$ cat config.mk
export PLATFORM = sky130hd
export DESIGN_NAME = tl_arbiter_2to1
export DESIGN_NICKNAME = d
export VERILOG_FILES = /design/src/rtl/tl_pkg.sv /design/src/rtl/tl_rr_arb2.sv /design/src/rtl/tl_arbiter_2to1.sv
export SDC_FILE = /design/constraint.sdc
export NUM_CORES = 1
export LEC_CHECK = 0
export CAP_MARGIN = 10
export CORE_AREA = 2 2 124 126
export CTS_CLUSTER_DIAMETER = 40
export DETAILED_ROUTE_END_ITERATION = 10
export DIE_AREA = 0 0 126 128
export PLACE_DENSITY = 0.59
export SLEW_MARGIN = 40
export SYNTH_ARGS = -nofsm -noshare
export SYNTH_HDL_FRONTEND = slang
export SYNTH_SLANG_ARGS = --single-unit
$ cat constraint.sdc
create_clock -name arb_clock_i -period 7 [get_ports arb_clock_i]
set_clock_uncertainty 0.1 [all_clocks]
set_input_delay 1.4 -clock arb_clock_i [delete_from_list [all_inputs] [get_ports arb_clock_i]]
set_output_delay 1.4 -clock arb_clock_i [all_outputs]
set_load 0.01 [all_outputs]
$ cat src/rtl/tl_pkg.sv
// Shared TileLink UL/UH definitions for the 2:1 arbiter: opcodes, A-channel payload bundle, beat counting.
package tl_pkg;

    localparam int TL_RS_DEF = 4;
    localparam int TL_AW_DEF = 2;

    localparam logic [2:0] TL_PUT_FULL_DATA    = 3'd0;
    localparam logic [2:0] TL_PUT_PARTIAL_DATA = 3'd1;
    localparam logic [2:0] TL_ARITHMETIC_DATA  = 3'd2;
    localparam logic [2:0] TL_LOGICAL_DATA     = 3'd3;
    localparam logic [2:0] TL_GET              = 3'd4;
    localparam logic [2:0] TL_ACCESS_ACK       = 3'd0;
    localparam logic [2:0] TL_ACCESS_ACK_DATA  = 3'd1;

    // Width-independent A fields; source and address are muxed separately so they follow the module parameters.
    typedef struct packed {
        logic [2:0]  opcode;
        logic [2:0]  param;
        logic [3:0]  size;
        logic [3:0]  mask;
        logic [31:0] data;
        logic        corrupt;
    } tl_a_t;

    function automatic logic [10:0] tl_beats(input logic [2:0] opcode, input logic [3:0] size);
        logic w_has_data;
        w_has_data = (opcode == TL_PUT_FULL_DATA) || (opcode == TL_PUT_PARTIAL_DATA) ||
                     (opcode == TL_ARITHMETIC_DATA) || (opcode == TL_LOGICAL_DATA);
        if (w_has_data && (size > 4'd2) && (size <= 4'd12))
            return 11'd1 << (size - 4'd2);
        else
            return 11'd1;
    endfunction

endpackage

$ cat src/rtl/tl_rr_arb2.sv
// Round-robin grant for two A-channel masters with message locking and stall hold.
//  state                      | meaning
//  !locked                    | free: grant follows valids, prio breaks ties
//  locked, beats_left == 0    | stalled first beat held on owner
//  locked, beats_left != 0    | mid-message, owner keeps the channel
module tl_rr_arb2
    import tl_pkg::*;
(
    input  logic        i_clk,
    input  logic        i_rst,
    input  logic        i_valid0,
    input  logic        i_valid1,
    input  logic        i_fire,
    input  logic        i_stall,
    input  logic [10:0] i_beats,
    output logic        o_grant
);

    logic       r_owner;
    logic       r_locked;
    logic       r_prio;
    logic [9:0] r_beats_left;
    logic       w_first_beat;

    always_comb begin
        o_grant = r_owner;
        if (r_locked)
            o_grant = r_owner;
        else if (i_valid0 && i_valid1)
            o_grant = r_prio;
        else if (i_valid0)
            o_grant = 1'b0;
        else if (i_valid1)
            o_grant = 1'b1;
    end

    // A stall-held first beat is locked with no beats counted yet, so it still counts as a first beat.
    assign w_first_beat = !r_locked || (r_beats_left == 10'd0);

    always_ff @(posedge i_clk) begin
        if (i_rst) begin
            r_owner      <= 1'b0;
            r_locked     <= 1'b0;
            r_prio       <= 1'b0;
            r_beats_left <= 10'd0;
        end else if (i_fire) begin
            if (w_first_beat) begin
                if (i_beats != 11'd1) begin
                    r_locked     <= 1'b1;
                    r_owner      <= o_grant;
                    r_beats_left <= 10'(i_beats - 11'd1);
                end else begin
                    r_locked <= 1'b0;
                    r_prio   <= ~o_grant;
                end
            end else begin
                r_beats_left <= r_beats_left - 10'd1;
                if (r_beats_left == 10'd1) begin
                    r_locked <= 1'b0;
                    r_prio   <= ~o_grant;
                end
            end
        end else if (i_stall) begin
            r_owner  <= o_grant;
            r_locked <= 1'b1;
        end
    end

endmodule

$ cat src/rtl/tl_arbiter_2to1.sv
// 2-master to 1-slave TileLink arbiter: A channel muxed by a round-robin grant, D channel routed by source MSB.
module tl_arbiter_2to1
    import tl_pkg::*;
#(
    parameter int TL_RS = TL_RS_DEF,
    parameter int TL_AW = TL_AW_DEF
) (
    input  logic             arb_clock_i,
    input  logic             arb_reset_i,

    input  logic [2:0]       m0_a_opcode,
    input  logic [2:0]       m0_a_param,
    input  logic [3:0]       m0_a_size,
    input  logic [TL_RS-1:0] m0_a_source,
    input  logic [TL_AW-1:0] m0_a_address,
    input  logic [3:0]       m0_a_mask,
    input  logic [31:0]      m0_a_data,
    input  logic             m0_a_corrupt,
    input  logic             m0_a_valid,
    output logic             m0_a_ready,
    output logic [2:0]       m0_d_opcode,
    output logic [1:0]       m0_d_param,
    output logic [3:0]       m0_d_size,
    output logic [TL_RS-1:0] m0_d_source,
    output logic             m0_d_denied,
    output logic             m0_d_corrupt,
    output logic [31:0]      m0_d_data,
    output logic             m0_d_valid,
    input  logic             m0_d_ready,

    input  logic [2:0]       m1_a_opcode,
    input  logic [2:0]       m1_a_param,
    input  logic [3:0]       m1_a_size,
    input  logic [TL_RS-1:0] m1_a_source,
    input  logic [TL_AW-1:0] m1_a_address,
    input  logic [3:0]       m1_a_mask,
    input  logic [31:0]      m1_a_data,
    input  logic             m1_a_corrupt,
    input  logic             m1_a_valid,
    output logic             m1_a_ready,
    output logic [2:0]       m1_d_opcode,
    output logic [1:0]       m1_d_param,
    output logic [3:0]       m1_d_size,
    output logic [TL_RS-1:0] m1_d_source,
    output logic             m1_d_denied,
    output logic             m1_d_corrupt,
    output logic [31:0]      m1_d_data,
    output logic             m1_d_valid,
    input  logic             m1_d_ready,

    output logic [2:0]       s_a_opcode,
    output logic [2:0]       s_a_param,
    output logic [3:0]       s_a_size,
    output logic [TL_RS:0]   s_a_source,
    output logic [TL_AW-1:0] s_a_address,
    output logic [3:0]       s_a_mask,
    output logic [31:0]      s_a_data,
    output logic             s_a_corrupt,
    output logic             s_a_valid,
    input  logic             s_a_ready,

    input  logic [2:0]       s_d_opcode,
    input  logic [1:0]       s_d_param,
    input  logic [3:0]       s_d_size,
    input  logic [TL_RS:0]   s_d_source,
    input  logic             s_d_denied,
    input  logic             s_d_corrupt,
    input  logic [31:0]      s_d_data,
    input  logic             s_d_valid,
    output logic             s_d_ready
);

    tl_a_t      w_a0;
    tl_a_t      w_a1;
    tl_a_t      w_a_sel;
    logic       w_grant;
    logic       w_valid_sel;
    logic       w_fire;
    logic       w_stall;
    logic       w_d_idx;

    assign w_a0 = '{m0_a_opcode, m0_a_param, m0_a_size, m0_a_mask, m0_a_data, m0_a_corrupt};
    assign w_a1 = '{m1_a_opcode, m1_a_param, m1_a_size, m1_a_mask, m1_a_data, m1_a_corrupt};

    assign w_a_sel     = w_grant ? w_a1 : w_a0;
    assign w_valid_sel = w_grant ? m1_a_valid : m0_a_valid;

    assign s_a_opcode  = w_a_sel.opcode;
    assign s_a_param   = w_a_sel.param;
    assign s_a_size    = w_a_sel.size;
    assign s_a_mask    = w_a_sel.mask;
    assign s_a_data    = w_a_sel.data;
    assign s_a_corrupt = w_a_sel.corrupt;
    assign s_a_source  = {w_grant, (w_grant ? m1_a_source : m0_a_source)};
    assign s_a_address = w_grant ? m1_a_address : m0_a_address;
    assign s_a_valid   = w_valid_sel && !arb_reset_i;

    assign m0_a_ready = !arb_reset_i && !w_grant && s_a_ready;
    assign m1_a_ready = !arb_reset_i &&  w_grant && s_a_ready;

    assign w_fire  = s_a_valid && s_a_ready;
    assign w_stall = s_a_valid && !s_a_ready;

    tl_rr_arb2 u_rr_arb2 (
        .i_clk    (arb_clock_i),
        .i_rst    (arb_reset_i),
        .i_valid0 (m0_a_valid),
        .i_valid1 (m1_a_valid),
        .i_fire   (w_fire),
        .i_stall  (w_stall),
        .i_beats  (tl_beats(w_a_sel.opcode, w_a_sel.size)),
        .o_grant  (w_grant)
    );

    // D path is independent of A: routed purely by the master-index bit in the returned source.
    assign w_d_idx    = s_d_source[TL_RS];
    assign m0_d_valid = s_d_valid && !w_d_idx && !arb_reset_i;
    assign m1_d_valid = s_d_valid &&  w_d_idx && !arb_reset_i;
    assign s_d_ready  = !arb_reset_i && (w_d_idx ? m1_d_ready : m0_d_ready);

    assign m0_d_opcode  = s_d_opcode;
    assign m0_d_param   = s_d_param;
    assign m0_d_size    = s_d_size;
    assign m0_d_source  = s_d_source[TL_RS-1:0];
    assign m0_d_denied  = s_d_denied;
    assign m0_d_corrupt = s_d_corrupt;
    assign m0_d_data    = s_d_data;
    assign m1_d_opcode  = s_d_opcode;
    assign m1_d_param   = s_d_param;
    assign m1_d_size    = s_d_size;
    assign m1_d_source  = s_d_source[TL_RS-1:0];
    assign m1_d_denied  = s_d_denied;
    assign m1_d_corrupt = s_d_corrupt;
    assign m1_d_data    = s_d_data;

endmodule

==> results.md, run 1 <==
Status:
- The run finished with clean final reports.

Cells and area:
- The footprint of the flip-flops and latches is about 260 um2.
- The finished layout holds just over 700 standard cells, fillers aside.
- The most common cell after layout, fill and taps aside is clkdlybuf4s50_1.
- The post-route netlist has between 6 and 7% of its cells at a drive strength greater than 1.
- The net total in the final layout is approximately 700.
- Once layout is complete, the utilization of the core stands at between 20% and 30%.
- The multi-input combinational cell area is 1910 um2.
- The synthesis-to-layout area growth is 41.1%.
- Counting the fill cells in the layout gives 1622.
- The number of antenna diodes in the final layout is 0.
- In the layout the commonest cells are clkdlybuf4s50_1, nand2_1, nor2_1.

Critical path:
- In this run the worst path has a maximum fanout of 15.
- The worst setup path is captured at a flop.
- The critical path required time is just over 7000 ps.
- On the critical path the largest part of the delay comes from compound AO/OA/AOI/OAI gates.
- Tracing the worst setup path back leads to its startpoint at m1_a_valid.
- Together, buffers and inverters on the worst path number 3.
- The worst register-to-register path begins at u_rr_arb2.r_locked$_SDFFE_PP0P_.
- The startpoint kind of the worst setup timing path is a primary input.
- The cell at the slowest stage of the critical path is nor3_4.
- The largest single stage delay on the critical path is 600 ps.
- The critical path is of the primary input to flop type.
- Data arrives at the worst endpoint at approximately 6000 ps.
- The signal on the critical path passes through clkdlybuf4s50_1 -> nor2b_1 -> o22ai_4 -> mux2i_1 -> inv_1 -> ha_1 -> a21oi_1 -> o31ai_2 -> inv_1 -> ha_1 -> nand2b_1 -> a2111oi_4 -> nor3_4 -> o21ai_1 -> a221oi_2.

Route:
- The total detailed-routing wirelength is 12600 um.
- After detailed routing, the number of vias per cell comes to between 4 and 5.
- The count of antenna-violating nets left after detailed routing is 0.
- The post-detailed-route wirelength per cell is approximately 17 um.
- The final route contains 3255 vias.
- For this block, the initial DRC count from the detailed router was 147.
- The first TritonRoute pass finished after 4 iterations.
- The number of design rule violations left after detail routing is 0.

Place:
- The final weighted congestion in routability-driven placement is 0.853.
- The post-placement worst setup slack is approximately 900 ps.
- The post-detailed-placement half-perimeter wirelength is between 10000 and 15000 um.
- Port buffering added roughly 170 buffers.
- Including well taps, the total number of placed cells is slightly above 700.

Global routing:
- The via count of the first global-routing pass came to 3095.
- Entering global routing, the biggest net connects 59 pins.
- The first global-routing pass estimated about 19000 um of wire.
- The number of antenna violations at the first check in global routing is 0.
- The global-route total usage across every layer is between 10% and 20%.
- The final global-route overflow total is 0.

Timing:
- In this run the tightest slew margin relative to its limit is around 47%.
- The final-layout worst hold slack is between 400 and 500 ps.
- The number of setup violations in the final report is 0.
- Setup repair after global routing left no endpoint under its margin.
- For this run, the top clock speed supported by timing is between 150 and 200 MHz.
- For the final routed database, the setup TNS stands at 0 ps.
- The time the worst path needs with I/O delays and setup is 5990 ps.
- The number of endpoints with negative hold slack in the final report came to 0.
- The smallest setup slack after layout is approximately 1000 ps.
- The ratio of final minimum period to clock period is 85.5%.
- The final number of max-transition violations is 0.
- At the pin with the least slew margin, the transition time is between 700 and 800 ps.

Synthesis:
- Yosys attributes the largest share of cell area to buf_4, nand2_1, dfxtp_1.
- After synthesis, the largest area contributor takes up a little under a quarter of total cell area.
- In this run the cell area of the synthesized design comes to 3050 um2.
- The number of enable flip-flop cells after synthesis is 0.
- The biggest area contributor in the post-synthesis netlist is buf_4.
- The number of flip-flops and latches in the synthesized netlist is 13.
- The leading register cell type out of synthesis is dfxtp_1.
- The share of the Yosys chip area taken by registers is 8.54%.
- The synthesis warning total is 0.
- Synthesis produced a netlist with a net count of approximately 640.
- The proportion of synthesized flip-flops having asynchronous set or reset is 0%.
- The synthesized netlist contains ~70 unique library cells.
- The cell count after synthesis came out at ~480.
- The average instance area after synthesis is about 6.4 um2.

CTS:
- Counting the buffers created by CTS gives 3.
- TritonCTS built the clock tree.
- The count of H-tree levels built during CTS is 1.
- The insertion delay to the later sink of the worst-skew pair is around 240 ps.
- Buffers inserted to repair hold after CTS numbered 0.
- In this run the deepest clock path goes through 2 buffers.
- The number of gates resized after CTS is 0.
- In this run the clock root is driven by a clkbuf_16.
- The post-CTS setup-driven buffer insertion count is 0.
- The tree built by TritonCTS fans out to 13 sinks.
- After clock tree synthesis, the clock-pin slew on the worst setup and hold paths is about 50 ps.

Die:
- The area of the die is 16100 um2.
- The placeable core region is 14900 um2.
- The number of top-level pins is about 320.
- For this configuration, the core starts out at a cell density of between 20% and 30%.
- From left edge to right edge, the die measures about 130 um.
- The number of core rows is 45.
- The die height is between 100 and 150 um.

Power and ir drop:
- For this design the static power due to leakage is ~1.7 nW.
- In this run the power density over the cells is between 150 and 200 nW/um2.
- The largest voltage drop on the vdd net is ~0.000096 V.

Hold path:
- In this run the most critical hold path is launched from u_rr_arb2.r_beats_left[8]$_SDFFE_PP0P_.
- The class of the worst hold path is flop to flop.

Flow run:
- The number of max-cap violations is 0.
Yosys cell counts, types with 2 or more instances:
cell type / number
buf_4: 95
o221ai_1: 11
xor2_1: 2
nor2b_1: 5
nor2_1: 18
nor3b_1: 6
a21oi_2: 2
o21ai_1: 3
a21boi_0: 2
buf_6: 2
a32o_1: 2
a211oi_2: 3
a21o_1: 2
buf_1: 10
a22oi_1: 2
ha_1: 5
nor3_1: 6
a21oi_1: 10
a211oi_1: 3
xnor2_1: 5
mux2_2: 2
inv_1: 13
o21ai_0: 11
mux2i_1: 7
a31oi_1: 3
and3_1: 2
nand2b_1: 4
o31ai_1: 3
nand2_1: 159
clkbuf_1: 7
or3_1: 3
buf_2: 6
nand3_1: 10
nand2b_2: 2
dfxtp_1: 13
nand3b_1: 3
and2_1: 4
metal layers:
metal / GRT usage, % / up-vias / routed length [um]
li1: - / 1629 / -
met1: 18.8 / 1411 / 5350
met2: 22.7 / 205 / 5500
met3: 7.39 / 10 / 1650
met4: 1.29 / 0 / 85
met5: 0 / - / 0
power breakdown:
group / internal [mW] / switching (mW)
sequential: 0.0811 / 0.0103
combinational: 0.228 / 0.231
clock: 0.0768 / 0.0314
logic make-up (layout without fill, tap and decap cells):
group | after synthesis | in the layout | share of synthesized area [%]
muxes | 10 | 10 | 3.53
and+or+nand+nor | 233 | 233 | 34.3
xor gates and xnor gates | 7 | 7 | 2.01
buffers and inverters | 134 | 195 | 28.9
AOI/OAI and AO/OA | 75 | 75 | 20.6
adders and majority gates | 5 | 5 | 2.05
DFF | 13 | 13 | 8.54
path summary, 6_finish.rpt:
path | to | slack (ps) | cells past startpoint
worst max-delay path | u_rr_arb2.r_beats_left[0]$_SDFFE_PP0P_ | 1010 | 15
worst min-delay path | u_rr_arb2.r_beats_left[8]$_SDFFE_PP0P_ | 410 | 1
worst max register to register | u_rr_arb2.r_beats_left[0]$_SDFFE_PP0P_ | 2210 | 14
worst min register to register | u_rr_arb2.r_beats_left[8]$_SDFFE_PP0P_ | 410 | 1
per-stage QoR:
stage | power [mW] | cell area (um2)
6_report | 0.659 | 4300
3_5_place_dp | 0.553 | 4220
5_1_grt | 0.709 | 4300
3_3_place_gp | 0.555 | 4220
4_1_cts | 0.666 | 4300
2_1_floorplan | 0.388 | 3050
registers in the layout, summed over array words and instances, names as in the netlist:
register,count
u_rr_arb2.r_locked,1
u_rr_arb2.r_prio,1
u_rr_arb2.r_owner,1
u_rr_arb2.r_beats_left,10
area by class of cell:
class	instances	share of cell area, %
Multi-Input combinational cell	330	44.4
Timing Repair Buffer	177	41.0
Sequential cell	13	6.05
Tap cell	188	5.47
Clock buffer	4	1.83
Inverter	14	1.22
No activity file was read; power rests on OpenSTA's default activity.
==> run 2: changes to the inputs <==
--- a/config.mk
+++ b/config.mk
@@ -5,6 +5,7 @@
 export SDC_FILE = /design/constraint.sdc
 export NUM_CORES = 1
 export LEC_CHECK = 0
+export ABC_CLOCK_PERIOD_IN_PS = 7000
 export CAP_MARGIN = 10
 export CORE_AREA = 2 2 124 126
 export CTS_CLUSTER_DIAMETER = 40
==> results of run 2 <==
Same layout as run 1: the final DEF is identical, and so are final timing and power.
